**src/rtl/button_debounce_multi.sv**
```systemverilog
// Multi-channel pushbutton debouncer with press/release pulses and long-press detection.
// Define AUTO_REPEAT_EN to make btn_long fire repeatedly every REPEAT_CYCLES while held.
module button_debounce_multi #(
   parameter int NUM_BTN           = 5,
   parameter int DEBOUNCE_CYCLES   = 1_000_000,
   parameter int LONG_PRESS_CYCLES = 100_000_000,
   parameter int REPEAT_CYCLES     = 20_000_000,
   parameter bit ACTIVE_LOW        = 1'b0
) (
   input  logic               clk,
   input  logic               rst_n,
   input  logic [NUM_BTN-1:0] btn_in,
   output logic [NUM_BTN-1:0] btn_level,
   output logic [NUM_BTN-1:0] btn_press,
   output logic [NUM_BTN-1:0] btn_release,
   output logic [NUM_BTN-1:0] btn_long,
   output logic [NUM_BTN-1:0] btn_held
);

   localparam int HOLD_MAX = (LONG_PRESS_CYCLES > REPEAT_CYCLES) ? LONG_PRESS_CYCLES : REPEAT_CYCLES;
   localparam int CNT_W    = $clog2(DEBOUNCE_CYCLES + 1);
   localparam int HOLD_W   = $clog2(HOLD_MAX + 1);

   localparam logic [CNT_W-1:0]  DEB_LAST  = CNT_W'(DEBOUNCE_CYCLES - 1);
   localparam logic [HOLD_W-1:0] LONG_LIM  = HOLD_W'(LONG_PRESS_CYCLES);
   localparam logic [HOLD_W-1:0] LONG_LAST = HOLD_W'(LONG_PRESS_CYCLES - 1);
`ifdef AUTO_REPEAT_EN
   localparam logic [HOLD_W-1:0] REP_LAST  = HOLD_W'(REPEAT_CYCLES - 1);
`endif

   logic [NUM_BTN-1:0] raw;
   logic [NUM_BTN-1:0] sync1_q, sync1_d;
   logic [NUM_BTN-1:0] sync2_q, sync2_d;
   logic [NUM_BTN-1:0] level_q, level_d;
   logic [NUM_BTN-1:0] press_q, press_d;
   logic [NUM_BTN-1:0] release_q, release_d;
   logic [NUM_BTN-1:0] long_q, long_d;
   logic [NUM_BTN-1:0] held_q, held_d;
   logic [CNT_W-1:0]   cnt_q  [NUM_BTN];
   logic [CNT_W-1:0]   cnt_d  [NUM_BTN];
   logic [HOLD_W-1:0]  hold_q [NUM_BTN];
   logic [HOLD_W-1:0]  hold_d [NUM_BTN];

   // Polarity correction puts every channel into the 1 = pressed domain.
   assign raw = btn_in ^ {NUM_BTN{ACTIVE_LOW}};

   always_comb begin
      sync1_d   = raw;
      sync2_d   = sync1_q;
      level_d   = level_q;
      press_d   = '0;
      release_d = '0;
      long_d    = '0;
      held_d    = held_q;
      cnt_d     = cnt_q;
      hold_d    = hold_q;
      for (int i = 0; i < NUM_BTN; i++) begin
         if (sync2_q[i] == level_q[i]) begin
            cnt_d[i] = '0;
         end else if (cnt_q[i] == DEB_LAST) begin
            level_d[i]   = sync2_q[i];
            cnt_d[i]     = '0;
            press_d[i]   = sync2_q[i];
            release_d[i] = ~sync2_q[i];
         end else begin
            cnt_d[i] = cnt_q[i] + CNT_W'(1);
         end

         // Hold counter reads 0 in the press cycle and counts while the level stays high.
         if (!level_q[i] || release_d[i]) begin
            hold_d[i] = '0;
            held_d[i] = 1'b0;
`ifdef AUTO_REPEAT_EN
         end else if (hold_q[i] == (held_q[i] ? REP_LAST : LONG_LAST)) begin
            long_d[i] = 1'b1;
            held_d[i] = 1'b1;
            hold_d[i] = '0;
`else
         end else if (hold_q[i] == LONG_LIM) begin
            hold_d[i] = hold_q[i];
         end else if (hold_q[i] == LONG_LAST) begin
            long_d[i] = 1'b1;
            held_d[i] = 1'b1;
            hold_d[i] = LONG_LIM;
`endif
         end else begin
            hold_d[i] = hold_q[i] + HOLD_W'(1);
         end
      end
   end

   always_ff @(posedge clk) begin
      if (!rst_n) begin
         sync1_q   <= '0;
         sync2_q   <= '0;
         level_q   <= '0;
         press_q   <= '0;
         release_q <= '0;
         long_q    <= '0;
         held_q    <= '0;
         for (int i = 0; i < NUM_BTN; i++) begin
            cnt_q[i]  <= '0;
            hold_q[i] <= '0;
         end
      end else begin
         sync1_q   <= sync1_d;
         sync2_q   <= sync2_d;
         level_q   <= level_d;
         press_q   <= press_d;
         release_q <= release_d;
         long_q    <= long_d;
         held_q    <= held_d;
         cnt_q     <= cnt_d;
         hold_q    <= hold_d;
      end
   end

   assign btn_level   = level_q;
   assign btn_press   = press_q;
   assign btn_release = release_q;
   assign btn_long    = long_q;
   assign btn_held    = held_q;

endmodule
```
**config.mk**
```make
export PLATFORM = sky130hd
export DESIGN_NAME = button_debounce_multi
export DESIGN_NICKNAME = d
export VERILOG_FILES = /design/src/rtl/button_debounce_multi.sv
export SDC_FILE = /design/constraint.sdc
export NUM_CORES = 1
export LEC_CHECK = 0
export ABC_AREA = 1
export CAP_MARGIN = 20
export CORE_MARGIN = 3
export CORE_UTILIZATION = 50
export CTS_CLUSTER_DIAMETER = 150
export DETAILED_ROUTE_END_ITERATION = 16
export PLACE_DENSITY = 0.66
export SLEW_MARGIN = 20
export SYNTH_ARGS = -nofsm -noshare
export SYNTH_HDL_FRONTEND = slang
export SYNTH_SLANG_ARGS = --single-unit
```
**constraint.sdc**
```tcl
create_clock -name clk -period 3.52 [get_ports clk]
set_input_delay 0.352 -clock clk [delete_from_list [all_inputs] [get_ports clk]]
set_output_delay 0.352 -clock clk [all_outputs]
set_load 0.005 [all_outputs]
```
# After elaboration in Yosys (flattened, before gate mapping)
# Cells that the tools add are included.
dict set report totals {
  regBits 270
  inputBits 7
  out_inout_bits 25
  word_cells 144
}
dict set report op_classes {
  addsub 10
  eq_ne 20
  muxes 20
  bitwise 21
  reduce_logical 40
}
# operator n
set ops {}
lappend ops {{27-bit == test, second input constant} 10}
lappend ops {{27-bit by 1-bit adder with 27-bit output, second input constant} 5}
lappend ops {{27-bit two-way mux} 5}
lappend ops {{20-bit by 1-bit adder with 20-bit output, second input constant} 5}
lappend ops {{20-bit == test, second input constant} 5}
lappend ops {{3-bit OR reduction} 15}
lappend ops {{1-bit inverter} 21}
lappend ops {{2-bit AND reduction} 10}
lappend ops {{1-bit two-way mux} 15}
lappend ops {{2-bit OR reduction} 5}
lappend ops {{1-bit == test} 5}
lappend ops {{1-bit logical NOT} 5}
lappend ops {{1-bit logical OR} 5}

# Logic depth before layout (Yosys ltp)
dict set report logic_depth {
  depth_word 5
  mapped_depth 10
  ltp_nobuf 10
}

# Least setup slack after synthesis
# Ideal clock, no wire load.
dict set report synth_path {
  path_type {flip-flop to flip-flop}
  startpoint {register cnt_q[40] in the netlist's numbering}
  endpoint {register level_q[2] (netlist: btn_level[2])}
  setup_ns 0.122
  arrival_ns 1.405
  required_ns 3.398
  setup_slack_ns 1.993
  stages_incl_launch_ff 9
  n_path_buf 2
  period_less_slack_ns 1.527
  path_cell_list {dfxtp_1 -> ha_1 -> nand3_1 -> nor2_1 -> nand3_1 -> nand2_1 -> buf_4 -> buf_6 -> o31ai_1}
}
dict set report synth_via {
  elab_chain_cells 2
}
# element line_no
set synth_lines {}
lappend synth_lines {{start, declared} 39} ;# logic [CNT_W-1:0] cnt_q [NUM_BTN];
lappend synth_lines {{start signal, assigned} 113} ;# cnt_q <= cnt_d;
lappend synth_lines {{20-bit == test} 60} ;# end else if (cnt_q[i] == DEB_LAST) begin
lappend synth_lines {{2-bit AND reduction (no source line)} --}
lappend synth_lines {{end signal, assigned} 108} ;# level_q <= level_d;
lappend synth_lines {{end, declared} 34} ;# logic [NUM_BTN-1:0] level_q, level_d;
# Every way passes these cells.
# A chain may end at the register's enable or synchronous reset.

# Worst setup path in the final report
# Ends and elaborated chain as after synthesis.

==> summary.md <==
| Metric | Value |
|---|---|
| Layout area overhead | `12.08%` |
| Worst Max-Slew Pin Slew | `1.045 ns` |
| Critical path class | `flip-flop to flip-flop` |
| WL/cell | `11.90 um` |
| Synth Register Bits | `270` |
| Mapped Avg Cell Area | `6.516 um2` |
| Vias per cell | `4.979` |
| Root buffer cell | `clkbuf_16` |
| Outcome | `complete, no violations` |
| Period utilization | `65.31%` |
| Vias in the first global route | `12030` |
| Max frequency | `435.0 MHz` |
| Clock Latency Late Sink | `0.55 ns` |
| Endpoints failing setup | `0` |
| Crit path cell chain | `ha_1 > nand3_1 > nor2_1 > nand3_1 > nand2_1 > o31ai_1` |
| DRC violations left | `0` |
| RSZ-0062 raised after global routing | `false` |
| Crit path max fanout | `29` |
| Commonest non-fill, non-tap cells in the layout | `nand2_1, nor2_1, dfxtp_1` |
| FF/Latch Area | `5405 um2` |
| Vias | `12785` |
| Mux share of post-synthesis cell area | `0%` |
| Area of the multi-input gates | `7367 um2` |
| Most numerous cell on the critical path | `nand3_1` |
| Critical path's top delay family | `simple AND/OR/NAND/NOR gates` |
| Relative slew margins | `30.19%` |
| # clock sinks | `270` |
| WL final | `30550 um` |
| Std-Cell Rows | `60` |
| Finished layout cell area | `15570 um2` |
| Global route total overflow | `0` |
| Finished Layout Cells | `2568` |
| Post-synthesis compound-gate area fraction | `5.494%` |
| Pin count of the biggest net entering global routing | `31` |
| Post-CTS Setup Bufs | `0` |
| Yosys warns | `0` |
| Vert. Die Dim | `172.7 um` |
| Initial Util | `51.26%` |
| Commonest non-fill, non-tap cell in the layout | `nand2_1` |
| Adder-cell share of the synthesized area | `1.351%` |
| Die area | `29820 um2` |
| Setup tns final | `0 ns` |
| PostCTS Resize Cnt | `0` |
| Post-synth EDFFs | `0` |
| Slowest CP cell | `nand2_1` |
| Maxcap violations | `0` |
| Die Width | `172.7 um` |
| Slew Limit Fails | `0` |
| Peak supply drop | `0.3731 mV` |
| Total CTS buffers | `30` |
| GPL Wtd Cong | `0.8717` |
| Core box area | `27100 um2` |
| Worst path max stage delay | `0.75 ns` |
| Fin Clk Skew | `0.009610 ns` |
| Mapped Area | `13890 um2` |
| Number of cells after detailed placement | `2512` |
| Final Net Count | `2194` |
| Arrival time worst endpoint | `2.69 ns` |
| CP Capture Type | `flip-flop` |
| Worst Hold Slack | `0.3395 ns` |
| Hold Crit Class | `input pin to flip-flop` |
| Mapped Cells | `2132` |
| Clock tree buffer depth | `3` |
| Worst setup SP type | `flip-flop` |
| CTS hold repair buffers | `0` |
| GR Util All Layers | `20.41%` |
| Asr flop ratio synth | `0%` |
| Initial antenna violation count | `0` |
| Ratio of cells with drive above 1 in the final layout | `4.645%` |
| Net count after synthesis | `2154` |
| Crit path required time | `3.91 ns` |
| # diodes | `0` |
| Seq/Total Area, Yosys | `38.91%` |
| DRT iter0 DRCs | `730` |
| Dpl hpwl | `22620 um` |
| CTS H-tree lvls | `1` |
| # fillers | `2673` |
| Synth unique cells | `38` |
| Post-Synth Simple-Gate Area | `41.06%` |
| Combinational family with the most area after synthesis | `simple AND/OR/NAND/NOR gates` |
| Worst-path clk slew | `0.06 ns` |
| CP Buf/Inv Count | `0` |
| Leak pwr | `4.946 nW` |
| Hold Violations, Final | `0` |
| CTS tree | `yes` |
| Main synth FF type | `dfxtp_1` |
| Synth Area in XOR/XNOR | `5.107%` |
| Io pins | `32` |
| First-pass GRT wire length | `53880 um` |
| PortBufs | `31` |
| Min cycle time layout | `2.299 ns` |
| Routed Antenna Nets | `0` |
| Dpl cell area | `14530 um2` |
| Drt pass-1 iters | `5` |
| Pwr Density | `406.3 nW/um2` |
worst min-delay path, stage by stage:
cell	delay, ns
clkdlybuf4s50_1	0.39
nand2_1	0.07
inv_1	0.04
cells by family (layout without fill, tap and decap cells):
group | after synthesis | in the layout
and+or+nand+nor | 1333 | 1333
DFF | 270 | 270
AOI/OAI and AO/OA | 148 | 148
buffers and inverters | 285 | 349
adders and majority gates | 15 | 15
xor gates and xnor gates | 81 | 81
layout make-up:
type / instances / area share [%]
clock buffers: 40 / 5.521
clock inverters: 16 / 1.125
inverters: 261 / 6.292
multi-input cells: 1577 / 47.32
flip-flops and latches: 270 / 34.72
well taps: 372 / 2.989
repair buffers: 32 / 2.041
registers in the layout, summed over array words and instances (netlist names):
name and cells:
sync1_q 5, hold_q 135, btn_level 5, btn_press 5
sync2_q 5, btn_release 5, btn_held 5, btn_long 5
cnt_q 100
Yosys cell counts, types with 8 or more instances:
library cell | n | area [um2]
nand2_1 | 553 | 2076
nor2_1 | 445 | 1670
dfxtp_1 | 270 | 5405
inv_1 | 259 | 972.2
nand3_1 | 147 | 735.7
a21oi_1 | 113 | 565.5
nand4_1 | 58 | 362.9
xor2_1 | 57 | 499.2
nor3_1 | 49 | 245.2
o21ai_0 | 26 | 130.1
xnor2_1 | 24 | 210.2
nand3b_1 | 23 | 172.7
buf_2 | 15 | 75.07
ha_1 | 15 | 187.7
or2_2 | 13 | 81.33
nor2_2 | 11 | 68.82
nor2_4 | 8 | 90.09
power breakdown:
group / switching, mW / internal (mW) / total (mW)
Combinational: 0.0231 / 0.0123 / 0.0354
Sequential: 0.00389 / 3.06 / 3.07
Clock: 1.29 / 1.93 / 3.22
Total: 1.32 / 5.01 / 6.33
metrics by stage:
step                      util [%]  total power, mW  setup WS [ns]
after CTS                    57.44            6.402          1.207
after global placement       53.62            3.170          1.048
after detailed placement     53.62            3.170         0.9995
after floorplan                  -            3.157          1.993
final                        57.45            6.326          1.221
after global routing         57.45            6.537         0.8814
per-layer routing:
metal / share of wire, % / GRT usage, %
met1: 48 / 27.35
met2: 47 / 35.58
met3: 3.6 / 2.328
met4: 1.9 / 4.493
met5: 0 / 0
path summary, 6_finish.rpt:
kind,start,end,slack [ns],cells past startpoint
min,btn_in[2],sync1_q[2]$_SDFF_PN0_,0.34,3
max reg2reg,cnt_q[40]$_SDFF_PP0_,btn_level[2]$_SDFFE_PN0P_,1.22,6
min reg2reg,sync1_q[0]$_SDFF_PN0_,sync2_q[0]$_SDFF_PN0_,0.42,2
max,cnt_q[40]$_SDFF_PP0_,btn_level[2]$_SDFFE_PN0P_,1.22,6
Note: power is estimated with default switching activity, not from simulation.
